File: src/rtl/serial_adder.sv
// Bit-serial adder: streams two WIDTH-bit operands plus a carry-in through a
// single full_adder cell, LSB first, one bit per clock, behind a
// start/busy/done handshake.

// One-bit full adder cell used as the serial datapath.
module full_adder (
    input  logic a,
    input  logic b,
    input  logic c_in,
    output logic sum,
    output logic carry
);

    assign sum   = a ^ b ^ c_in;
    assign carry = (a & b) | (c_in & (a ^ b));

endmodule

module serial_adder #(
    parameter int WIDTH = 8
) (
    input  logic             clk,
    input  logic             rst_n,
    input  logic             start,
    input  logic [WIDTH-1:0] a,
    input  logic [WIDTH-1:0] b,
    input  logic             c_in,
    output logic             busy,
    output logic             done,
    output logic [WIDTH-1:0] sum,
    output logic             c_out
);

    // Counter holds 0..WIDTH so it never wraps inside an operation.
    localparam int CW = $clog2(WIDTH + 1);
    localparam logic [CW-1:0] LAST_BIT = CW'(WIDTH - 1);

    typedef enum logic [1:0] {
        IDLE = 2'd0,
        RUN  = 2'd1,
        DONE = 2'd2
    } state_t;

    state_t           state_reg;
    logic [WIDTH-1:0] opa_reg;
    logic [WIDTH-1:0] opb_reg;
    logic [WIDTH-1:0] acc_reg;
    logic             cy_reg;
    logic [CW-1:0]    cnt_reg;
    logic [WIDTH-1:0] sum_reg;
    logic             c_out_reg;
    logic             busy_reg;
    logic             done_reg;

    logic             fa_sum;
    logic             fa_carry;
    logic [WIDTH-1:0] acc_next;

    full_adder u_full_adder (
        .a     (opa_reg[0]),
        .b     (opb_reg[0]),
        .c_in  (cy_reg),
        .sum   (fa_sum),
        .carry (fa_carry)
    );

    // New sum bit enters at the MSB; for a one-bit adder it is the whole word.
    generate
        if (WIDTH == 1) begin : g_acc_w1
            assign acc_next = fa_sum;
        end else begin : g_acc_wn
            assign acc_next = {fa_sum, acc_reg[WIDTH-1:1]};
        end
    endgenerate

    // Control FSM and serial datapath; all outputs come straight from registers.
    always_ff @(posedge clk or negedge rst_n) begin
        if (!rst_n) begin
            state_reg <= IDLE;
            opa_reg   <= '0;
            opb_reg   <= '0;
            acc_reg   <= '0;
            cy_reg    <= 1'b0;
            cnt_reg   <= '0;
            sum_reg   <= '0;
            c_out_reg <= 1'b0;
            busy_reg  <= 1'b0;
            done_reg  <= 1'b0;
        end else begin
            case (state_reg)
                IDLE: begin
                    done_reg <= 1'b0;
                    if (start) begin
                        opa_reg   <= a;
                        opb_reg   <= b;
                        cy_reg    <= c_in;
                        acc_reg   <= '0;
                        cnt_reg   <= '0;
                        busy_reg  <= 1'b1;
                        state_reg <= RUN;
                    end
                end
                RUN: begin
                    opa_reg <= opa_reg >> 1;
                    opb_reg <= opb_reg >> 1;
                    acc_reg <= acc_next;
                    cy_reg  <= fa_carry;
                    cnt_reg <= cnt_reg + CW'(1);
                    if (cnt_reg == LAST_BIT) begin
                        sum_reg   <= acc_next;
                        c_out_reg <= fa_carry;
                        busy_reg  <= 1'b0;
                        done_reg  <= 1'b1;
                        state_reg <= DONE;
                    end
                end
                DONE: begin
                    done_reg  <= 1'b0;
                    state_reg <= IDLE;
                end
                default: begin
                    busy_reg  <= 1'b0;
                    done_reg  <= 1'b0;
                    state_reg <= IDLE;
                end
            endcase
        end
    end

    assign busy  = busy_reg;
    assign done  = done_reg;
    assign sum   = sum_reg;
    assign c_out = c_out_reg;

endmodule

File: config.mk
export PLATFORM = sky130hd
export DESIGN_NAME = serial_adder
export DESIGN_NICKNAME = d
export VERILOG_FILES = /design/src/rtl/serial_adder.sv
export SDC_FILE = /design/constraint.sdc
export NUM_CORES = 1
export LEC_CHECK = 0
export CORE_MARGIN = 1
export CORE_UTILIZATION = 40
export DETAILED_ROUTE_END_ITERATION = 10
export PLACE_DENSITY = 0.7
export RECOVER_POWER = 50
export SLEW_MARGIN = 30
export SYNTH_ARGS = -nofsm -noshare
export SYNTH_HDL_FRONTEND = slang
export SYNTH_SLANG_ARGS = --single-unit
File: constraint.sdc
create_clock -name clk -period 2.02 [get_ports clk]
set_input_delay 0.303 -clock clk [delete_from_list [all_inputs] [get_ports clk]]
set_output_delay 0.303 -clock clk [all_outputs]
set_load 0.05 [all_outputs]
Word-level counts from Yosys, hierarchy flattened
Index checks and enable logic that the tools add are counted. W data, S select, Z words.

$add $sub $neg: 1. Eq/ne operators: 5. Muxes and demuxes: 18. Bitwise logic cells: 6. Reduce and logical (&&, ||, !) cells: 6.

Operators by type and width (count): $pmux W8 S2 (3); $mux W8 (3); $pmux W4 S2 (1); $reduce_and A2 Y1 (3); $mux W1 (5); $add A4 B1 Y4 const B (1); $eq A4 B3 Y1 const B (1); $mux W2 (2); $mux W4 (1); $ne A2 B2 Y1 const B (2); $pmux W2 S2 (1); $pmux W1 S3 (1); $reduce_and A3 Y1 (1); $and A1 B1 Y1 (2); $eq A2 B1 Y1 const B (1); $eq A2 B2 Y1 const B (1); $logic_not A2 Y1 (1); $pmux W1 S2 (1); $reduce_bool A2 Y1 (1); $xor A1 B1 Y1 (2); $not A1 Y1 (1); $or A1 B1 Y1 (1).

Register bits after elaboration: 42. Input port bits: 20. Output and inout bits: 11.

Depth between registers and ports, before layout
Depth after elaboration: 4. Mapped depth: 5. Gate-level depth less buffers: 4.

Cells and area by module
From an unflattened synthesis, not the netlist that was laid out.

Cells, all modules: 160. Area total of the unflattened synthesis: 1871.8 µm².

Modules (own cells, without submodules): serial_adder (instances 1, cells each 159, area each 1851.8 µm², seq. area each 1026.0 µm²); full_adder (instances 1, cells each 1, area each 20.0 µm², seq. area each 0.0 µm²).

Least setup slack after synthesis
Ideal clock, no wire load.

Path kind: flip-flop to flip-flop. From: register cnt_reg[0]. To: register c_out_reg (netlist: c_out). Library setup time: 0.125 ns. Data arrival time: 1.393 ns. Required time: 1.895 ns. Path slack: 0.502 ns. Stages on the path, launching flop included: 6. Cell sequence: dfrtp_1 ha_1 and3b_1 and2_4 buf_12 mux2_4.

Cells in the longest elaborated chain, start to end: 2.

RTL lines: from (decl) (RTL line 49) `logic [CW-1:0] cnt_reg;`; from (signal assigned) (RTL line 108) `cnt_reg <= cnt_reg + CW'(1);`; $eq A4 B3 Y1 (RTL line 109) `if (cnt_reg == LAST_BIT) begin`; $reduce_and A2 Y1 (no line); to (signal assigned) (RTL line 111) `c_out_reg <= fa_carry;`; to (decl) (RTL line 51) `logic c_out_reg;`.

Every way passes these cells. A chain may end at the register's enable or synchronous reset.

Worst setup path after layout
From: register busy_reg (netlist: busy). To: output port busy.

RTL lines: from (decl) (RTL line 52) `logic busy_reg;`; from (signal assigned) (RTL line 87) `busy_reg <= 1'b0;`; from (signal assigned) (RTL line 99) `busy_reg <= 1'b1;`; from (signal assigned) (RTL line 112) `busy_reg <= 1'b0;`; to (decl) (RTL line 28) `output logic busy,`.

No word-level cell between the ends.

==> reports/metrics.yaml <==
drt:
  wl_per_cell_um: 15.28
  wirelength_um: 3760
  drc: 0
  drt_first_pass_iters: 4
  drt_iter0_drc: 116
  ant_nets: 0
  route.vias.total: 1384
  vias_per_cell: 5.626
sta:
  slew_viol_final: 0
  slew_headroom_pct: 33.84
  final.min_clock_period_ns: 1.789
  hold_viol: 0
  fin_skew_ns: 0.006287
  timing.fmax_ghz: 0.5589
  fin_tns_setup_ns: 0
  worstMarginPinSlew_ns: 0.9924
  setup_viol: 0
  post-route-period-util_pct: 88.57
  grt_setup_unrepaired: "no"
pwr:
  power_leakage_uw: 0.001013
  p_sw_share_pct: 36.58
  cellInternalPower_uw: 2265
  power_frac_comb_pct: 39.3
  peakVddDrop_mv: 0.8755
  p_total_uw: 3571
  p_clk_share_pct: 22.2
  p_per_area_mw_per_mm2: 1529
  seqPwrFrac_pct: 38.5
  p_sw_uw: 1306
placement:
  place_hpwl_um: 2598
  gp_congestion: 0.7900
  port-buffer-count: 30
  dpl.cell_count: 238
worst_setup_path:
  critPathArrivalTime_ns: 1.49
  cp_cell_sequence: "clkdlybuf4s50_1"
  r2r_start: "state_reg[1]"
  crit_buf_inv: 1
  crit_type: "reg -> out"
  timing.rr.end: "cnt_reg[3]"
  crit_path_top_delay_cell: "clkdlybuf4s50_1"
  critPathLaunchType: "register"
  path_delay_family: "buffers and inverters"
  slowest_delay_ns: 0.81
  end_kind: "output pin"
  crit_path_max_fanout: 3
  cp_num_cells: 1
  r2r_slack_ns: 0.35
  critPathLaunch: "busy"
  cp.required_ns: 1.72
  rr_worst_depth: 4
  cp-endpoint: "busy"
die:
  dieArea_sq_mm: 0.004951
  core_sq_mm: 0.004414
  io_pins: 31
  die_y_um: 70.36
  die_x_um: 70.36
  placementRows: 24
  start_util_pct: 42.35
yosys:
  synth_warnings: 0
  syn-num-nets: 182
  syn_inst: 160
  ys_types: 26
  syn_area_sq_mm: 0.001869
  ys_seq_area_share_pct: 54.89
  avgSynthCellArea_sq_um: 11.68
  synth-seq-cells: 41
global_routing:
  antenna_found_initial: 0
  grt_pass1_wl_um: 6479
  grt_usage_pct: 16.82
  grt_overflow: 0
  grt_pass1_vias: 1427
  grt_max_degree: 42
clock_tree:
  clk_pin_slew_ns: 0.08
  post_cts_resized: 0
  clk_latency_ns: 0.30
  cts_htree_levels: 2
  cts_made_buffers: 5
  clockBufferDepth: 2
  postCtsSetupRepairBufs: 0
  holdBufCountCts: 0
  clock_sinks: 41
  root_buffer: "clkbuf_8"
  cts_tree: "built"
outcome:
  status: "completed"
final_layout:
  layout_commonest_cell: "dfrtp_1"
  layout_common_cells: "41 x dfrtp_1, 28 x clkdlybuf4s50_1, 19 x nor2b_1, 19 x a21oi_1, 15 x a22oi_1"
  antenna_cells: 0
  synthToLayoutAreaGrowth_pct: 24.97
  nNetsFinal: 215
  post_route_cells_drive_above_1_share_pct: 13.92
  layoutNonFillerInstCount: 246
job:
  timing.max_cap.violations: 0
worst_hold_path:
  min_path_type: "in -> async"
-- how the worst min path moves through the flow --
stage	endpoint	slack, ns	cells after the start	from
after floorplan	acc_reg[1]	0.007	0	rst_n
after global placement	sum[0]	0.39	2	rst_n
after detailed placement	sum[0]	0.40	2	rst_n
after CTS	sum[3]	0.07	2	rst_n
after global routing	sum[3]	0.34	2	rst_n
final	sum[1]	0.24	2	rst_n
-- kinds of logic (layout without fill, tap and decap cells) --
group / after synthesis / after routing / share of synthesized area, %
multiplexers: 10 / 10 / 7.831
flip-flops: 41 / 41 / 54.89
AO/OA/AOI/OAI: 65 / 65 / 21.96
buffers and inverters: 14 / 48 / 4.819
adder cells (fa/ha/maj): 2 / 2 / 1.740
AND/OR/NAND/NOR: 28 / 28 / 8.768
-- layer usage --
| metal | vias to the layer above | routed length [um] | part of all wire (%) | track usage, % |
|---|---|---|---|---|
| li1 | 643 | - | - | - |
| met4 | 0 | 120 | 3.2 | 9.333 |
| met2 | 34 | 1918 | 51 | 26.98 |
| met3 | 11 | 133 | 3.5 | 3.608 |
| met1 | 696 | 1588 | 42 | 20.95 |
| met5 | - | 0 | 0 | 0 |
-- power groups by stage --
stage	logic (uW)	registers, uW	clock network, uW
6_report	1400	1380	793
5_1_grt	1510	1410	849
4_1_cts	1430	1380	814
3_5_place_dp	1420	1390	0
3_3_place_gp	1380	1370	0
2_1_floorplan	761	1640	0
-- cells in the mapped netlist --
master | instances | area share, %
dfrtp_1 | 41 | 55
a21oi_1 | 19 | 5.1
nor2b_1 | 19 | 6.4
a22oi_1 | 15 | 6.0
a22o_1 | 9 | 4.2
mux2_4 | 9 | 7.2
o21ai_1 | 9 | 2.4
o21ai_0 | 8 | 2.1
buf_2 | 5 | 1.3
clkbuf_1 | 4 | 0.80
nand2_1 | 3 | 0.60
nor2_1 | 3 | 0.60
buf_6 | 2 | 1.2
inv_1 | 2 | 0.40
a31oi_1 | 1 | 0.33
a41oi_1 | 1 | 0.47
and2_4 | 1 | 0.47
and3b_1 | 1 | 0.47
buf_12 | 1 | 1.1
fa_1 | 1 | 1.1
ha_1 | 1 | 0.67
mux2_2 | 1 | 0.60
nand3_1 | 1 | 0.27
o21a_1 | 1 | 0.40
o21bai_1 | 1 | 0.40
o32ai_1 | 1 | 0.47
-- metrics by stage --
stage               worst slack (ns)  area, sq um  hold slack, ns  utilization [%]
floorplan                     0.5020         1869        0.007409                -
global placement              0.3573         2207          0.3851            50.00
detailed placement            0.3321         2207          0.4025            50.00
CTS                           0.2108         2345         0.06819            53.12
global route                  0.2001         2336          0.3356            52.92
finish                        0.2309         2336          0.2355            52.92
-- cell type report --
| type | count | area [sq um] |
|---|---|---|
| Clock buffer | 5 | 68.82 |
| Multi-Input combinational cell | 105 | 753.2 |
| Fill cell | 374 | 2078 |
| Tap cell | 52 | 65.06 |
| Sequential cell | 41 | 1026 |
| Clock inverter | 3 | 68.82 |
| Inverter | 2 | 7.507 |
| Timing Repair Buffer | 38 | 346.6 |
No activity file was read; power rests on OpenSTA's default activity.
